==> src/rtl/renode_pkg.sv <==
// Shared types for the renode input-event reporter and its callers.
// Latency: none (types, constants and a helper function only).
// Backpressure: not applicable.
package renode_pkg;

  // Per-channel edge qualification mode. LEVEL_HIGH reports a rise only when
  // armed, disarms on report and re-arms on the next fall.
  typedef enum logic [1:0] {
    MODE_ANY        = 2'd0,
    MODE_RISE       = 2'd1,
    MODE_FALL       = 2'd2,
    MODE_LEVEL_HIGH = 2'd3
  } edge_mode_e;

  // Widest channel index the block supports (256 channels).
  localparam int MaxAddrWidth = 8;

  // Caller-facing event record at the widest address width. Callers zero-extend
  // ev_addr into it when forming async-receiver messages.
  typedef struct packed {
    logic [MaxAddrWidth-1:0] addr;
    logic                    level;
  } input_event_t;

  // Address width for a channel count, never below one bit.
  function automatic int addr_width(input int n);
    return (n > 1) ? $clog2(n) : 1;
  endfunction

endpackage

==> src/rtl/renode_event_fifo.sv <==
// Event FIFO whose head sits in a registered output stage; the output register
//   counts toward occupancy, so Depth entries total. Latency: push at edge t is
//   visible at o_vld after edge t+1. Backpressure: push is dropped only when full
//   and not popping. Ports: i_push/i_push_dat write side, o_full, o_vld/i_rdy/o_dat
//   read side, o_count post-edge occupancy.
module renode_event_fifo #(
  parameter  int Width = 6,
  parameter  int Depth = 8,
  localparam int PtrW  = (Depth > 1) ? $clog2(Depth) : 1,
  localparam int CntW  = $clog2(Depth) + 1
) (
  input  logic             clk,
  input  logic             rst_n,
  input  logic             i_push,
  input  logic [Width-1:0] i_push_dat,
  output logic             o_full,
  output logic             o_vld,
  input  logic             i_rdy,
  output logic [Width-1:0] o_dat,
  output logic [CntW-1:0]  o_count
);

  logic [Width-1:0] r_mem [Depth];
  logic [PtrW-1:0]  r_wr_ptr;
  logic [PtrW-1:0]  r_rd_ptr;
  logic [CntW-1:0]  r_mem_cnt;
  logic             r_out_vld;
  logic [Width-1:0] r_out_dat;

  logic w_pop;
  logic w_load;
  logic w_wr;

  assign w_pop   = r_out_vld & i_rdy;
  // Refill the output stage whenever it is empty or being drained this cycle.
  assign w_load  = (r_mem_cnt != '0) & (~r_out_vld | w_pop);
  assign o_count = r_mem_cnt + CntW'(r_out_vld);
  assign o_full  = (o_count == CntW'(Depth));
  // A pop frees a slot in the same cycle, so a full FIFO still accepts a push.
  assign w_wr    = i_push & (~o_full | w_pop);

  always_ff @(posedge clk or negedge rst_n) begin
    if (!rst_n) begin
      for (int i = 0; i < Depth; i++) r_mem[i] <= '0;
      r_wr_ptr  <= '0;
      r_rd_ptr  <= '0;
      r_mem_cnt <= '0;
      r_out_vld <= 1'b0;
      r_out_dat <= '0;
    end else begin
      if (w_wr) begin
        r_mem[r_wr_ptr] <= i_push_dat;
        r_wr_ptr        <= r_wr_ptr + PtrW'(1);
      end
      if (w_load) begin
        r_out_dat <= r_mem[r_rd_ptr];
        r_rd_ptr  <= r_rd_ptr + PtrW'(1);
      end
      r_out_vld <= w_load | (r_out_vld & ~w_pop);
      r_mem_cnt <= r_mem_cnt + CntW'(w_wr) - CntW'(w_load);
    end
  end

  assign o_vld = r_out_vld;
  assign o_dat = r_out_dat;

endmodule

==> src/rtl/renode_input_events.sv <==
// Synchronise/debounce async input lines, qualify edges per channel, coalesce into
//   pending bits and round-robin them into an event FIFO. Latency: capture edge k
//   -> ev_valid after edge k+SyncStages+2 (no debounce, idle). Backpressure: a full
//   FIFO holds pending bits; later events overwrite the pending level (coalesce).
// Ports: clk/rst_n, inputs, chan_enable, chan_mode (edge_mode_e per channel),
//   ev_valid/ev_ready/ev_addr/ev_level stream, fifo_count, coalesced_count.
module renode_input_events
  import renode_pkg::*;
#(
  parameter  int InputsCount    = 32,
  parameter  int SyncStages     = 2,
  parameter  int DebounceCycles = 0,
  parameter  int FifoDepth      = 8,
  localparam int AddrWidth      = addr_width(InputsCount),
  localparam int CountWidth     = $clog2(FifoDepth) + 1
) (
  input  logic                        clk,
  input  logic                        rst_n,
  input  logic [InputsCount-1:0]      inputs,
  input  logic [InputsCount-1:0]      chan_enable,
  input  logic [InputsCount-1:0][1:0] chan_mode,
  output logic                        ev_valid,
  input  logic                        ev_ready,
  output logic [AddrWidth-1:0]        ev_addr,
  output logic                        ev_level,
  output logic [CountWidth-1:0]       fifo_count,
  output logic [15:0]                 coalesced_count
);

  localparam int WarmCycles = SyncStages + DebounceCycles + 1;
  localparam int WarmW      = $clog2(WarmCycles + 1);
  localparam int IdxW       = AddrWidth + 1;
  localparam int PopW       = $clog2(InputsCount + 1);

  typedef struct packed {
    logic [AddrWidth-1:0] addr;
    logic                 level;
  } evt_t;

  logic [InputsCount-1:0] r_sync [SyncStages];
  logic [InputsCount-1:0] w_sync, w_stable, r_stable_prev;
  logic [InputsCount-1:0] w_rise, w_fall, w_qual, w_is_lh, w_clr, w_coal;
  logic [InputsCount-1:0] r_pending, r_pend_level, r_disarmed;
  logic [WarmW-1:0]       r_warm;
  logic                   w_warm_done;
  logic [AddrWidth-1:0]   r_rr_ptr, w_gnt_idx;
  logic [IdxW-1:0]        w_idx;
  logic                   w_gnt_vld, w_push, w_fifo_full, w_ev_vld;
  logic [PopW-1:0]        w_coal_n;
  logic [16:0]            w_coal_sum;
  logic [15:0]            r_coal_cnt;
  evt_t                   w_push_evt, w_head_evt;

  always_ff @(posedge clk or negedge rst_n) begin
    if (!rst_n) begin
      for (int s = 0; s < SyncStages; s++) r_sync[s] <= '0;
    end else begin
      r_sync[0] <= inputs;
      for (int s = 1; s < SyncStages; s++) r_sync[s] <= r_sync[s-1];
    end
  end
  assign w_sync = r_sync[SyncStages-1];

  if (DebounceCycles == 0) begin : g_no_db
    assign w_stable = w_sync;
  end else begin : g_db
    localparam int DbW = $clog2(DebounceCycles + 1);
    logic [DbW-1:0]         r_db_cnt [InputsCount];
    logic [InputsCount-1:0] r_stable;
    // Counts consecutive cycles the synced line disagrees with the accepted
    // level; the new level is taken on the DebounceCycles-th such cycle.
    always_ff @(posedge clk or negedge rst_n) begin
      if (!rst_n) begin
        for (int i = 0; i < InputsCount; i++) r_db_cnt[i] <= '0;
        r_stable <= '0;
      end else begin
        for (int i = 0; i < InputsCount; i++) begin
          if (w_sync[i] == r_stable[i]) begin
            r_db_cnt[i] <= '0;
          end else if (r_db_cnt[i] == DbW'(DebounceCycles - 1)) begin
            r_stable[i] <= w_sync[i];
            r_db_cnt[i] <= '0;
          end else begin
            r_db_cnt[i] <= r_db_cnt[i] + DbW'(1);
          end
        end
      end
    end
    assign w_stable = r_stable;
  end

  // Events stay masked until the sync/debounce pipeline has flushed the reset
  // value, so lines already high at release are absorbed silently.
  assign w_warm_done = (r_warm == WarmW'(WarmCycles));
  assign w_rise      = w_stable & ~r_stable_prev;
  assign w_fall      = ~w_stable & r_stable_prev;

  always_comb begin
    w_qual  = '0;
    w_is_lh = '0;
    for (int i = 0; i < InputsCount; i++) begin
      case (edge_mode_e'(chan_mode[i]))
        MODE_ANY:        w_qual[i] = w_rise[i] | w_fall[i];
        MODE_RISE:       w_qual[i] = w_rise[i];
        MODE_FALL:       w_qual[i] = w_fall[i];
        MODE_LEVEL_HIGH: begin
          w_qual[i]  = w_rise[i] & ~r_disarmed[i];
          w_is_lh[i] = 1'b1;
        end
        default:         w_qual[i] = 1'b0;
      endcase
    end
    w_qual = w_qual & chan_enable & {InputsCount{w_warm_done}};
  end

  // Round-robin: scan downward so the lowest offset from rr_ptr wins.
  always_comb begin
    w_gnt_vld = 1'b0;
    w_gnt_idx = '0;
    w_idx     = '0;
    for (int k = InputsCount - 1; k >= 0; k--) begin
      w_idx = {1'b0, r_rr_ptr} + IdxW'(k);
      if (w_idx >= IdxW'(InputsCount)) w_idx = w_idx - IdxW'(InputsCount);
      if (r_pending[w_idx[AddrWidth-1:0]]) begin
        w_gnt_vld = 1'b1;
        w_gnt_idx = w_idx[AddrWidth-1:0];
      end
    end
  end

  assign w_push = w_gnt_vld & (~w_fifo_full | (w_ev_vld & ev_ready));

  always_comb begin
    w_clr = '0;
    if (w_push) w_clr[w_gnt_idx] = 1'b1;
  end

  // A new event on a channel being granted this cycle re-pends it; not a merge.
  assign w_coal = w_qual & r_pending & ~w_clr;

  always_comb begin
    w_coal_n = '0;
    for (int i = 0; i < InputsCount; i++) w_coal_n = w_coal_n + PopW'(w_coal[i]);
  end
  assign w_coal_sum = {1'b0, r_coal_cnt} + 17'(w_coal_n);

  always_ff @(posedge clk or negedge rst_n) begin
    if (!rst_n) begin
      r_warm        <= '0;
      r_stable_prev <= '0;
      r_pending     <= '0;
      r_pend_level  <= '0;
      r_disarmed    <= '0;
      r_rr_ptr      <= '0;
      r_coal_cnt    <= '0;
    end else begin
      if (!w_warm_done) r_warm <= r_warm + WarmW'(1);
      r_stable_prev <= w_stable;
      r_pending     <= ((r_pending & ~w_clr) | w_qual) & chan_enable;
      r_pend_level  <= (r_pend_level & ~w_qual) | (w_stable & w_qual);
      r_disarmed    <= (r_disarmed | (w_qual & w_is_lh)) & ~w_fall;
      if (w_push) begin
        r_rr_ptr <= (w_gnt_idx == AddrWidth'(InputsCount - 1)) ? '0
                                                                : w_gnt_idx + AddrWidth'(1);
      end
      r_coal_cnt <= w_coal_sum[16] ? 16'hFFFF : w_coal_sum[15:0];
    end
  end

  assign w_push_evt.addr  = w_gnt_idx;
  assign w_push_evt.level = r_pend_level[w_gnt_idx];

  renode_event_fifo #(
    .Width($bits(evt_t)),
    .Depth(FifoDepth)
  ) u_fifo (
    .clk       (clk),
    .rst_n     (rst_n),
    .i_push    (w_push),
    .i_push_dat(w_push_evt),
    .o_full    (w_fifo_full),
    .o_vld     (w_ev_vld),
    .i_rdy     (ev_ready),
    .o_dat     (w_head_evt),
    .o_count   (fifo_count)
  );

  assign ev_valid        = w_ev_vld;
  assign ev_addr         = w_head_evt.addr;
  assign ev_level        = w_head_evt.level;
  assign coalesced_count = r_coal_cnt;

endmodule

==> config.mk <==
export PLATFORM = sky130hd
export DESIGN_NAME = renode_input_events
export DESIGN_NICKNAME = d
export VERILOG_FILES = /design/src/rtl/renode_pkg.sv /design/src/rtl/renode_event_fifo.sv /design/src/rtl/renode_input_events.sv
export SDC_FILE = /design/constraint.sdc
export NUM_CORES = 1
export LEC_CHECK = 0
export BUFFER_PORTS_ARGS = -buffer_cell sky130_fd_sc_hd__buf_2
export CAP_MARGIN = 40
export CORE_MARGIN = 5
export CORE_UTILIZATION = 35
export DETAILED_ROUTE_END_ITERATION = 6
export GPL_TIMING_DRIVEN = 0
export HOLD_SLACK_MARGIN = 0.05
export PLACE_DENSITY_LB_ADDON = 0.15
export SLEW_MARGIN = 20
export SYNTH_ARGS = -nofsm -noshare
export SYNTH_HDL_FRONTEND = slang
export SYNTH_SLANG_ARGS = --single-unit
==> constraint.sdc <==
create_clock -name clk -period 14 [get_ports clk]
set_input_delay 2.1 -clock clk [delete_from_list [all_inputs] [get_ports clk]]
set_output_delay 2.1 -clock clk [all_outputs]
set_load 0.1 [all_outputs]
# Word level (Yosys, flattened, before mapping)

Index checks and enable logic that the tools add are counted.

$add $sub $neg: 102
Order comparisons: 69
Equal/unequal tests: 99
Mux-type cells: 237
Bitwise operators: 129
Reduce and logical (&&, ||, !) cells: 35

Operators by type and width:

| kind                                                        | count |
|---|---|
| bitwise AND 32 bit                                          | 12 |
| two-way mux 5 bit                                           | 65 |
| less-than comparator 5 x 6 -> 1 bit (second input constant) | 33 |
| greater-or-equal comparator 6 bit (second input constant)   | 31 |
| binary-select mux 1 bit (select 5 bit)                      | 33 |
| NOT 32 bit                                                  | 5 |
| subtractor 5 x 1 -> 5 bit (second input constant)           | 32 |
| adder 6 x 1 -> 6 bit                                        | 26 |
| equality test 2 bit (second input constant)                 | 65 |
| case mux 1 bit (4 select lines)                             | 32 |
| two-way mux 1 bit                                           | 98 |
| adder 5 x 5 -> 6 bit (second input constant)                | 16 |
| OR 32 bit                                                   | 3 |
| equality test 2 x 1 -> 1 bit (second input constant)        | 32 |
| logical NOT 2 bit                                           | 32 |
| adder 5 x 4 -> 6 bit (second input constant)                | 8 |
| bitwise mux 48 bit                                          | 1 |
| bitwise AND 1 bit                                           | 37 |
| NOT 1 bit                                                   | 35 |
| OR 1 bit                                                    | 35 |
| two-way mux 32 bit                                          | 1 |
| adder 5 x 3 -> 6 bit (second input constant)                | 4 |
| binary-select mux 6 bit (select 3 bit)                      | 1 |
| demux 6 bit (select 3 bit)                                  | 1 |
| 25 further kinds                                            | 33 |

Flip-flop bits (word level): 280
Output and inout port bits: 27
Word-level logic and storage cells: 693

# Depth between registers and ports, before layout

Gate-level depths: netlist of run 1.

Word-level depth: 77
Depth in mapped cells: 51

# By module

A second synthesis of run 1 with hierarchy kept.

Cells, all modules: 2004
Area, all modules: 20154.3 um2

By module, submodules not included:

| module              | times used | cells an instance | area each (um2) | seq. area each (um2) |
|---|---|---|---|---|
| renode_input_events | 1          | 1798              | 17083.9         | 5380.2 |
| renode_event_fifo   | 1          | 206               | 3070.4          | 1626.6 |

# Worst setup path before layout of run 1

No wires, ideal clock.

Kind: register to register
From: register r_rr_ptr[0]
To: register r_coal_cnt[10] (netlist: coalesced_count[10])
Library setup time: 0.134 ns
Arrival: 11.280 ns
Path slack: 2.586 ns
Cell stages (with the launch flop): 48
Path buffers: 10
Clock period less this slack: 11.414 ns
Path through: dfrtp_1 buf_4 buf_6 inv_2 buf_2 buf_2 clkbuf_1 ha_1 buf_2 buf_2 mux4_2 mux4_2 mux2_2 nand3b_4 a2111o_1 nor4bb_1 a21oi_1 nor2_2 [... 12 more ...] inv_1 fa_1 fa_1 inv_1 fa_1 fa_1 fa_1 a21oi_1 nor2_1 nor2_1 o21bai_1 a21oi_1 nor2b_1 nor2_1 nor2_1 nand3_1 clkbuf_1 nand2_1

Cells in the longest elaborated chain, start to end: 77
Elaborated cells between the ends (all ways): 297
Classes of those cells: add/sub: 95; order compare: 34; mux: 164; bitwise: 3; reduce/logical: 1

Ends and longest elaborated chain:

| element                                                                               | line                       | text |
|---|---|---|
| start, declared                                                                       | renode_input_events.sv:46  | `logic [AddrWidth-1:0] r_rr_ptr, w_gnt_idx;` |
| start signal, assigned                                                                | renode_input_events.sv:163 | `r_rr_ptr <= (w_gnt_idx == AddrWidth'(InputsCount - 1)) ? '0` |
| adder 5 x 5 -> 6 bit                                                                  | renode_input_events.sv:122 | `w_idx = {1'b0, r_rr_ptr} + IdxW'(k);` |
| subtractor 5 x 1 -> 5 bit / greater-or-equal comparator 6 bit (equally long branches) | renode_input_events.sv:123 | `if (w_idx >= IdxW'(InputsCount)) w_idx = w_idx - IdxW'(InputsCount);` |
| two-way mux 5 bit                                                                     | renode_input_events.sv:123 |  |
| binary-select mux 1 bit (select 5 bit)                                                | renode_input_events.sv:124 | `if (r_pending[w_idx[AddrWidth-1:0]]) begin` |
| two-way mux 1 bit (not written as such)                                               | renode_input_events.sv:124 |  |
| two-way mux 5 bit (31 in a row)                                                       | renode_input_events.sv:124 |  |
| two-way mux 5 bit (*)                                                                 | renode_input_events.sv:124 |  |
| via u_fifo.i_push_dat[1]                                                              | renode_event_fifo.sv:15    | `input logic [Width-1:0] i_push_dat,` |
| [... 8 more ...]                                                                      | --                         |  |
| adder 2 x 1 -> 3 bit                                                                  | renode_input_events.sv:143 | `for (int i = 0; i < InputsCount; i++) w_coal_n = w_coal_n + PopW'(w_coal[i]);` |
| adder 3 x 1 -> 4 bit                                                                  | renode_input_events.sv:143 |  |
| adder 4 x 1 -> 5 bit                                                                  | renode_input_events.sv:143 |  |
| adder 5 x 1 -> 6 bit                                                                  | renode_input_events.sv:143 |  |
| adder 6 x 1 -> 6 bit (25 in a row)                                                    | renode_input_events.sv:143 |  |
| adder 6 x 1 -> 6 bit (*)                                                              | renode_input_events.sv:143 |  |
| adder 16 x 6 -> 17 bit (*)                                                            | renode_input_events.sv:145 | `assign w_coal_sum = {1'b0, r_coal_cnt} + 17'(w_coal_n);` |
| two-way mux 16 bit (*)                                                                | renode_input_events.sv:166 | `r_coal_cnt <= w_coal_sum[16] ? 16'hFFFF : w_coal_sum[15:0];` |
| end signal, assigned                                                                  | renode_input_events.sv:166 |  |
| end, declared                                                                         | renode_input_events.sv:51  | `logic [15:0] r_coal_cnt;` |

The timed path passes the listed nets; every way through them passes the cells marked *. The select of a mux whose other input is x is not followed.
A chain may end at the register's enable or synchronous reset.

# Worst setup path in the final report of run 1

From: register r_rr_ptr[0]
To: register r_coal_cnt[4] (netlist: coalesced_count[4])

The elaborated chain is that of the path after synthesis.

==> results.py, run 1 <==
metrics = {
    "synthesis": {
        "synth-seq-area-share_pct": 32.8,
        "synthTopCellsByArea": "dfrtp_1 33%, mux4_2 11%, ha_1 6.3%",
        "synth_top_area_share_pct": 32.8,
        "async_flop_share_pct": 100,
        "synth_cells": 2141,
        "ys_types": 110,
        "ys.flop_type": "dfrtp_1",
        "syn_area_sq_um": 21300,
        "synth_edf_count": 0,
        "synth_area_leader_cell": "dfrtp_1",
        "synth_seq_cells": 280,
        "ys_warn_count": 0,
        "synth_nets": 2407,
        "syn_area_per_cell_sq_um": 9.97,
    },
    "outcome": {
        "status": "complete, no violations",
    },
    "sta": {
        "finalSetupViolations": 0,
        "finalCriticalPeriod_ns": 13.26,
        "setup_slack_ns": 0.743,
        "worst_slew_pin_slew_ns": 0.884,
        "finalCritPeriodShare_pct": 94.7,
        "finalHoldViolations": 0,
        "fin_skew_ns": 0.0358,
        "slew_headroom_pct": 39.4,
        "clock.fmax_ghz": 0.0754,
        "slew_violations": 0,
        "rsz0062_at_grt": "false",
    },
    "final_layout": {
        "nets": 2616,
        "fillers": 5969,
        "drive_above_1_share_pct": 22.5,
        "final_common_cell": "dfrtp_1",
        "diodes": 0,
        "syn_to_final_growth_pct": 14.7,
        "layout_common_cells": "280 x dfrtp_1, 234 x nand2_1, 199 x inv_1",
    },
    "critical_path": {
        "slowest_stage": "fa_1",
        "crit_arrival_ns": 13.69,
        "required_ns": 14.43,
        "worstRegToRegCells": 48,
        "ff2ff_setup_slack_ns": 0.74,
        "reg2reg_from": "r_rr_ptr[0]",
        "crit_path_max_fanout": 11,
        "critPathKind": "register to register",
        "startpoint": "r_rr_ptr[0]",
        "cpPeakStageDelay_ns": 0.56,
        "crit_path_frequent_cell": "fa_1",
        "endpoint_kind": "register",
        "cp-start-kind": "register",
    },
    "hold_path": {
        "whs_path_depth": 0,
        "min-delay-start": "r_sync[32]",
        "hp-class": "register to register",
    },
    "routing": {
        "dr_wl_met2_um": 36700,
        "top_layer_used": "met4",
        "viasPerCell": 5.71,
        "first_pass_iters": 5,
        "drt_iter0_drc": 1496,
        "drc": 0,
        "vias": 18000,
        "antenna_left": 0,
        "wl_um": 78500,
        "met3_length_um": 4400,
        "avgRoutedWirePerCell_um": 24.9,
        "met1_length_um": 33900,
    },
    "die": {
        "fp-row-count": 90,
        "floorplan.initialDensity_pct": 35.4,
        "fp.dieH_um": 257,
        "fp.dieW_um": 257,
        "die-area_sq_um": 66000,
        "core_sq_um": 60400,
        "io_pins": 158,
    },
    "cts": {
        "htreeDepth": 2,
        "cts_root_buffer": "clkbuf_16",
        "cts.path.max_buffers": 3,
        "cts_tree": "yes",
        "cts_buffers": 34,
        "clkTransAtPathRegs_ns": 0.06,
        "clock_latency_ns": 0.56,
        "cts.sinks": 280,
    },
    "placement": {
        "portBuffers": 157,
        "gp_congestion": 1.01,
        "dp_worst_setup_slack_ns": -0.863,
        "hpwl_um": 63200,
    },
    "global_route": {
        "overflow": 0,
        "grt_pass1_wl_um": 118000,
        "first_global_vias": 18300,
        "grt_use_total_pct": 23.2,
        "antenna_found_initial": 1,
        "grt_start_max_net_pins": 93,
    },
    "job": {
        "cap_violations": 0,
    },
}
==> synth_stat cells (11+ instances only) <==
cell / n
dfrtp_1: 280
nand2_1: 235
inv_1: 200
o21ai_0: 153
mux2i_1: 133
nor2_1: 124
ha_1: 108
mux4_2: 104
a21oi_1: 92
mux2_2: 58
nand3_1: 45
o211ai_1: 41
xnor2_1: 39
clkbuf_1: 35
fa_1: 27
nor3_1: 25
or2_2: 25
buf_2: 21
a211oi_1: 18
a22oi_1: 17
nand2b_1: 15
o22ai_1: 15
a221o_1: 14
buf_6: 14
nor2b_1: 14
and2_1: 12
o21a_1: 12
a31oi_1: 11
and3_1: 11
or3_1: 11
==> repair_timing <==
action	CTS	global route
hold buffers	0	0
hold endpoints to repair	0	0
gates resized for setup	6	11
setup endpoints to repair	16	16
gates cloned	0	0
buffers inserted	0	2
pin swaps	0	0
==> stage by stage <==
stage | cell area, sq um | hold WS (ns) | cells | TNS [ns] | utilization, %
floorplan | 21300 | 0.331 | 2141 | 0 | -
global placement | 23100 | 0.332 | 3080 | -12.07 | 38.3
detailed placement | 23300 | 0.335 | 3092 | -10.49 | 38.6
CTS | 24400 | 0.347 | 3148 | 0 | 40.4
global route | 24500 | 0.352 | 3154 | 0 | 40.6
finish | 24500 | 0.345 | 3154 | 0 | 40.6
==> area by class of cell <==
type / count / area [sq um] / share of cell area [%]
well taps: 782 / 978 / 4.00
plain buffers: 82 / 488 / 1.99
multi-input cells: 1570 / 13100 / 53.6
flip-flops and latches: 280 / 7010 / 28.6
inverters: 207 / 781 / 3.19
clock buffers: 47 / 970 / 3.96
clock inverters: 11 / 113 / 0.460
repair buffers: 175 / 1010 / 4.14
==> kinds of logic (layout without fill, tap and decap cells) <==
kind of cell    after synthesis  count (layout)  share of synthesized area, %
mux                         308             308                          21.1
flops                       280             280                          32.8
fa+ha+maj                   135             135                          8.86
buf+inv                     291             522                          5.89
xor+xnor                     57              57                          2.80
simple gates                567             567                          12.3
compound gates              503             503                          16.2
==> per-layer routing <==
layer,up-vias,track usage [%]
met1,9029,31.2
met4,0,9.33
li1,8182,-
met2,631,37.7
met5,-,0
met3,174,3.77
==> path summary, 6_finish.rpt <==
kind / to
setup / recovery: coalesced_count[4]
hold / removal: w_stable[0]
setup reg to reg: coalesced_count[4]
hold reg to reg: w_stable[0]
max in group asynchronous: r_sync[36]
min in group asynchronous: r_disarmed[22]
==> critical path, delay by kind of cell, from the launching register on <==
| kind | cells | cell delay (ns) |
|---|---|---|
| muxes | 3 | 1.08 |
| and+or+nand+nor | 10 | 1.69 |
| AOI/OAI and AO/OA | 9 | 2.04 |
| DFF | 1 | 0.38 |
| adders and majority gates | 10 | 4.49 |
| buffers and inverters | 16 | 3.40 |
Power of run 1 is not shown: default switching activity piles up to over one toggle a cycle in this logic, so the estimate is an artifact.
==> run 2: changes to the inputs <==
Settings changed: CORE_ASPECT_RATIO set to 1.4.
==> run 2 against run 1 <==
Non-clock buffer count is 10 higher. Hold slack got worse by 0.0013 ns. Highest routed layer is now met5. Register-to-register slack lost 0.14 ns. Wire length grew 5.8%. Global-route usage is 1.6 points higher. Maximum frequency down 1.0%. Critical endpoint is now coalesced_count[2]. Clock skew decreased by 0.011 ns. Via count up 0.71%. Final cell count increased by 1.5%. First-iteration DRC count shrank 31%. Critical path type unchanged. Critical path depth decreased by 4. Clock-buffer cell count is 7 lower.
==> results.py, run 2 (same netlist as run 1, synthesis figures left out) <==
metrics = {
    "critical_path": {
        "endpoint_kind": "register",
        "crit_path_max_fanout": 10,
        "crit_path_frequent_cell": "fa_1",
        "critPathBufInv": 12,
        "crit_arrival_ns": 13.86,
        "critPathKind": "register to register",
        "crit_family": "adder cells",
        "cpPeakStageDelay_ns": 0.62,
        "cp-start-kind": "register",
        "required_ns": 14.47,
        "slowest_stage": "o211ai_1",
    },
    "die": {
        "die-area_sq_um": 66100,
        "io_pins": 158,
        "fp.dieH_um": 302,
        "fp-row-count": 107,
        "fp.dieW_um": 219,
        "core_sq_um": 60600,
        "floorplan.initialDensity_pct": 35.2,
    },
    "global_route": {
        "grt_use_total_pct": 24.8,
        "grt_start_max_net_pins": 97,
        "overflow": 0,
        "grt_pass1_wl_um": 123000,
        "first_global_vias": 18700,
        "antenna_found_initial": 3,
    },
    "sta": {
        "setup_slack_ns": 0.604,
        "clock.fmax_ghz": 0.0746,
        "finalCritPeriodShare_pct": 95.7,
        "finalSetupViolations": 0,
        "worst_slew_pin_slew_ns": 0.914,
        "worst_hold_slack_ns": 0.343,
        "slew_headroom_pct": 38.7,
        "fin_skew_ns": 0.0244,
        "finalHoldViolations": 0,
        "finalCriticalPeriod_ns": 13.40,
        "rsz0062_at_grt": "false",
        "slew_violations": 0,
    },
    "job": {
        "cap_violations": 0,
    },
    "hold_path": {
        "hp-class": "register to register",
    },
    "final_layout": {
        "fin_cells": 3200,
        "nets": 2623,
        "final_common_cell": "dfrtp_1",
        "syn_to_final_growth_pct": 15.8,
        "drive_above_1_share_pct": 23.2,
        "utilization_pct": 40.8,
        "layout_common_cells": "280 x dfrtp_1, 234 x nand2_1, 199 x inv_1",
    },
    "routing": {
        "antenna_left": 0,
        "vias": 18100,
        "drc": 0,
        "viasPerCell": 5.67,
        "wl_um": 83000,
        "drt_iter0_drc": 1036,
        "avgRoutedWirePerCell_um": 25.9,
        "first_pass_iters": 6,
    },
    "cts": {
        "cts_tree": "yes",
        "htreeDepth": 1,
        "cts.path.max_buffers": 3,
        "clkTransAtPathRegs_ns": 0.07,
        "cts_buffers": 31,
        "cts.sinks": 280,
        "cts_root_buffer": "clkbuf_16",
        "clock_latency_ns": 0.60,
    },
    "placement": {
        "hpwl_um": 67600,
        "dp_worst_setup_slack_ns": -1.01,
        "portBuffers": 157,
        "placed_cells": 3133,
        "gp_congestion": 1.03,
    },
    "outcome": {
        "status": "complete, no violations",
    },
}
run 2: changes by cell type in the layout (fill, tap and decap cells not counted), sizes merged:
cell,previous run,this run
buf,218,231
clkbuf,85,75
bufinv,1,8
clkinv,9,8
diode,0,1
inv,206,207
run 2: through the flow:
step / cell area, sq um / setup TNS (ns)
finish: 24700 / 0
global route: 24700 / 0
CTS: 24600 / 0
detailed placement: 23400 / -13.17
global placement: 23200 / -19.94
floorplan: 21300 / 0
run 2: path summary, 6_finish.rpt:
path | slack (ns) | from | cells past startpoint | to
max | 0.60 | r_rr_ptr[0] | 44 | coalesced_count[2]
min | 0.34 | r_sync[36] | 0 | w_stable[4]
max reg2reg | 0.60 | r_rr_ptr[0] | 44 | coalesced_count[2]
min reg2reg | 0.34 | r_sync[36] | 0 | w_stable[4]
max in group asynchronous | 11.00 | rst_n | 3 | u_fifo.o_dat[2]
min in group asynchronous | 1.54 | rst_n | 1 | r_stable_prev[19]
run 2: timing repair:
action,in CTS,in global routing
hold buffers,0,0
endpoints found under the setup margin,16,16
setup buffers,0,9
resized for setup,11,9
pin swaps,1,0
run 2: cell type report:
class | count | area, sq um
Fill cell | 5980 | 35900
Multi-Input combinational cell | 1570 | 13100
Sequential cell | 280 | 7010
Timing Repair Buffer | 185 | 1080
Tap cell | 817 | 1020
Clock buffer | 40 | 880
Inverter | 207 | 781
Buffer | 82 | 487
Clock inverter | 18 | 314
Antenna cell | 1 | 2.50
run 2: layer usage:
layer | global-route usage [%] | vias up | share of wire (%)
li1 | - | 8186 | -
met1 | 27.6 | 9062 | 37
met2 | 45.1 | 640 | 51
met3 | 3.05 | 252 | 4.2
met4 | 15.1 | 4 | 7.9
met5 | 0 | - | 0.017
Power of run 2 is left out for the same reason.
==> run 3: changes to the inputs <==
Settings changed: CORE_MARGIN 5 to unset, REMOVE_ABC_BUFFERS set to 1.
==> run 3 against run 2 <==
Die area is 6.2% lower. Clock-buffer cell count is 1 higher. Maximum frequency is 0.86% higher. Via count is 2.7% lower. Clock skew is 0.010 ns higher. Hold slack worse by 0.00051 ns. Critical path depth is 4 lower. Global-route usage is 1.1 points lower. Critical path type unchanged. Critical endpoint is now coalesced_count[6].
==> results.py, run 3 (same netlist as run 1, synthesis figures left out) <==
metrics = {
    "final_layout": {
        "final_common_cell": "dfrtp_1",
        "drive_above_1_share_pct": 22.3,
        "regArea_sq_um": 7020,
        "fin_cells": 3117,
        "diodes": 0,
        "nets": 2549,
        "fillers": 5980,
        "layout_common_cells": "275 x dfrtp_1, 235 x nand2_1, 200 x inv_1",
        "syn_to_final_growth_pct": 14.2,
        "multi_input_area_sq_um": 13200,
    },
    "die": {
        "io_pins": 158,
        "fp.dieW_um": 211,
        "die-area_sq_um": 62000,
        "floorplan.initialDensity_pct": 35.6,
        "fp.dieH_um": 294,
        "core_sq_um": 59900,
        "fp-row-count": 106,
    },
    "routing": {
        "first_pass_iters": 5,
        "drc": 0,
        "wl_um": 72700,
        "vias": 17700,
        "antenna_left": 0,
        "avgRoutedWirePerCell_um": 23.3,
        "viasPerCell": 5.67,
        "drt_iter0_drc": 1105,
    },
    "critical_path": {
        "reg2reg_from": "r_rr_ptr[0]",
        "slowest_stage": "xor2_4",
        "cpPeakStageDelay_ns": 0.65,
        "required_ns": 14.45,
        "cp-start-kind": "register",
        "ff2ff_setup_slack_ns": 0.72,
        "critPathKind": "register to register",
        "reg2reg_to": "coalesced_count[6]",
        "crit_arrival_ns": 13.73,
        "worstRegToRegCells": 40,
        "endpoint_kind": "register",
        "crit_path_max_fanout": 30,
        "crit_path_frequent_cell": "fa_1",
    },
    "hold_path": {
        "min_to": "w_stable[9]",
        "hp-class": "register to register",
        "min-delay-start": "r_sync[41]",
        "whs_path_depth": 0,
    },
    "placement": {
        "hpwl_um": 57300,
        "gp_congestion": 0.972,
        "portBuffers": 157,
        "placed_cells": 3054,
    },
    "sta": {
        "rsz0062_at_grt": "false",
        "finalHoldViolations": 0,
        "slew_violations": 0,
        "slew_headroom_pct": 35.7,
        "finalCritPeriodShare_pct": 94.9,
        "fin_skew_ns": 0.0344,
        "clock.fmax_ghz": 0.0753,
        "worst_slew_pin_slew_ns": 0.940,
        "finalCriticalPeriod_ns": 13.28,
        "finalSetupViolations": 0,
    },
    "global_route": {
        "grt_start_max_net_pins": 96,
        "grt_use_total_pct": 23.7,
        "grt_use_met2_pct": 41.2,
        "grtUsageMet1_pct": 27.2,
        "grt_most_used_layer": "met2",
        "overflow": 0,
        "grt_pass1_wl_um": 111000,
        "grt_util_met3_pct": 2.85,
        "first_global_vias": 18000,
        "antenna_found_initial": 0,
    },
    "cts": {
        "cts_tree": "yes",
        "htreeDepth": 1,
        "cts.sinks": 280,
        "clock_latency_ns": 0.61,
        "cts.path.max_buffers": 3,
        "clkTransAtPathRegs_ns": 0.06,
        "cts_root_buffer": "clkbuf_16",
        "cts_buffers": 30,
        "hold_buffers": 0,
    },
    "job": {
        "cap_violations": 0,
    },
    "outcome": {
        "status": "complete, no violations",
    },
}
## run 3: timing repair
action,4_1_cts,5_1_grt
gates resized for setup,0,11
hold endpoints to repair,0,0
setup buffers,0,1
endpoints found under the setup margin,0,15
## run 3: final cells by class
class	instances	area share (%)
inverter	207	3.21
multi-input combinational	1570	54.0
clock inverter	15	1.15
clock buffer	41	3.41
timing repair buffer	194	5.28
sequential	280	28.8
tap	810	4.16
## run 3: critical path: cells and delay by family, from the launching register on
family                   cells  cell delay, ns
adder cells (fa/ha/maj)     10            4.88
AND/OR/NAND/NOR             10            2.58
AO/OA/AOI/OAI               11            2.46
buffers and inverters        6            1.11
multiplexers                 2            0.77
XOR/XNOR                     1            0.65
flip-flops                   1            0.64
## run 3: worst max path at each step
stage                      startpoint            endpoint
after floorplan           r_rr_ptr[1]  coalesced_count[6]
after global placement    r_rr_ptr[1]  coalesced_count[6]
after detailed placement  r_rr_ptr[1]  coalesced_count[6]
after CTS                 r_rr_ptr[1]  coalesced_count[6]
after global routing      r_rr_ptr[0]  coalesced_count[6]
final                     r_rr_ptr[0]  coalesced_count[6]
## run 3: through the flow
stage / utilization (%) / cell area, sq um / hold slack, ns / setup slack, ns / setup TNS [ns]
2_1_floorplan: - / 20900 / 0.331 / 0.869 / 0
3_3_place_gp: 37.8 / 22700 / 0.332 / -4.02 / -62.13
3_5_place_dp: 38.7 / 23200 / 0.336 / 0.286 / 0
4_1_cts: 40.5 / 24300 / 0.348 / 0.294 / 0
5_1_grt: 40.7 / 24400 / 0.352 / 0.0363 / 0
6_report: 40.7 / 24400 / 0.343 / 0.718 / 0
## run 3: metal layers
metal / share of wire (%) / wire length (um)
met1: 38 / 27400
met4: 7.8 / 5700
met3: 4.6 / 3320
met2: 50 / 36300
met5: 0 / 0
Power of run 3 is left out for the same reason.
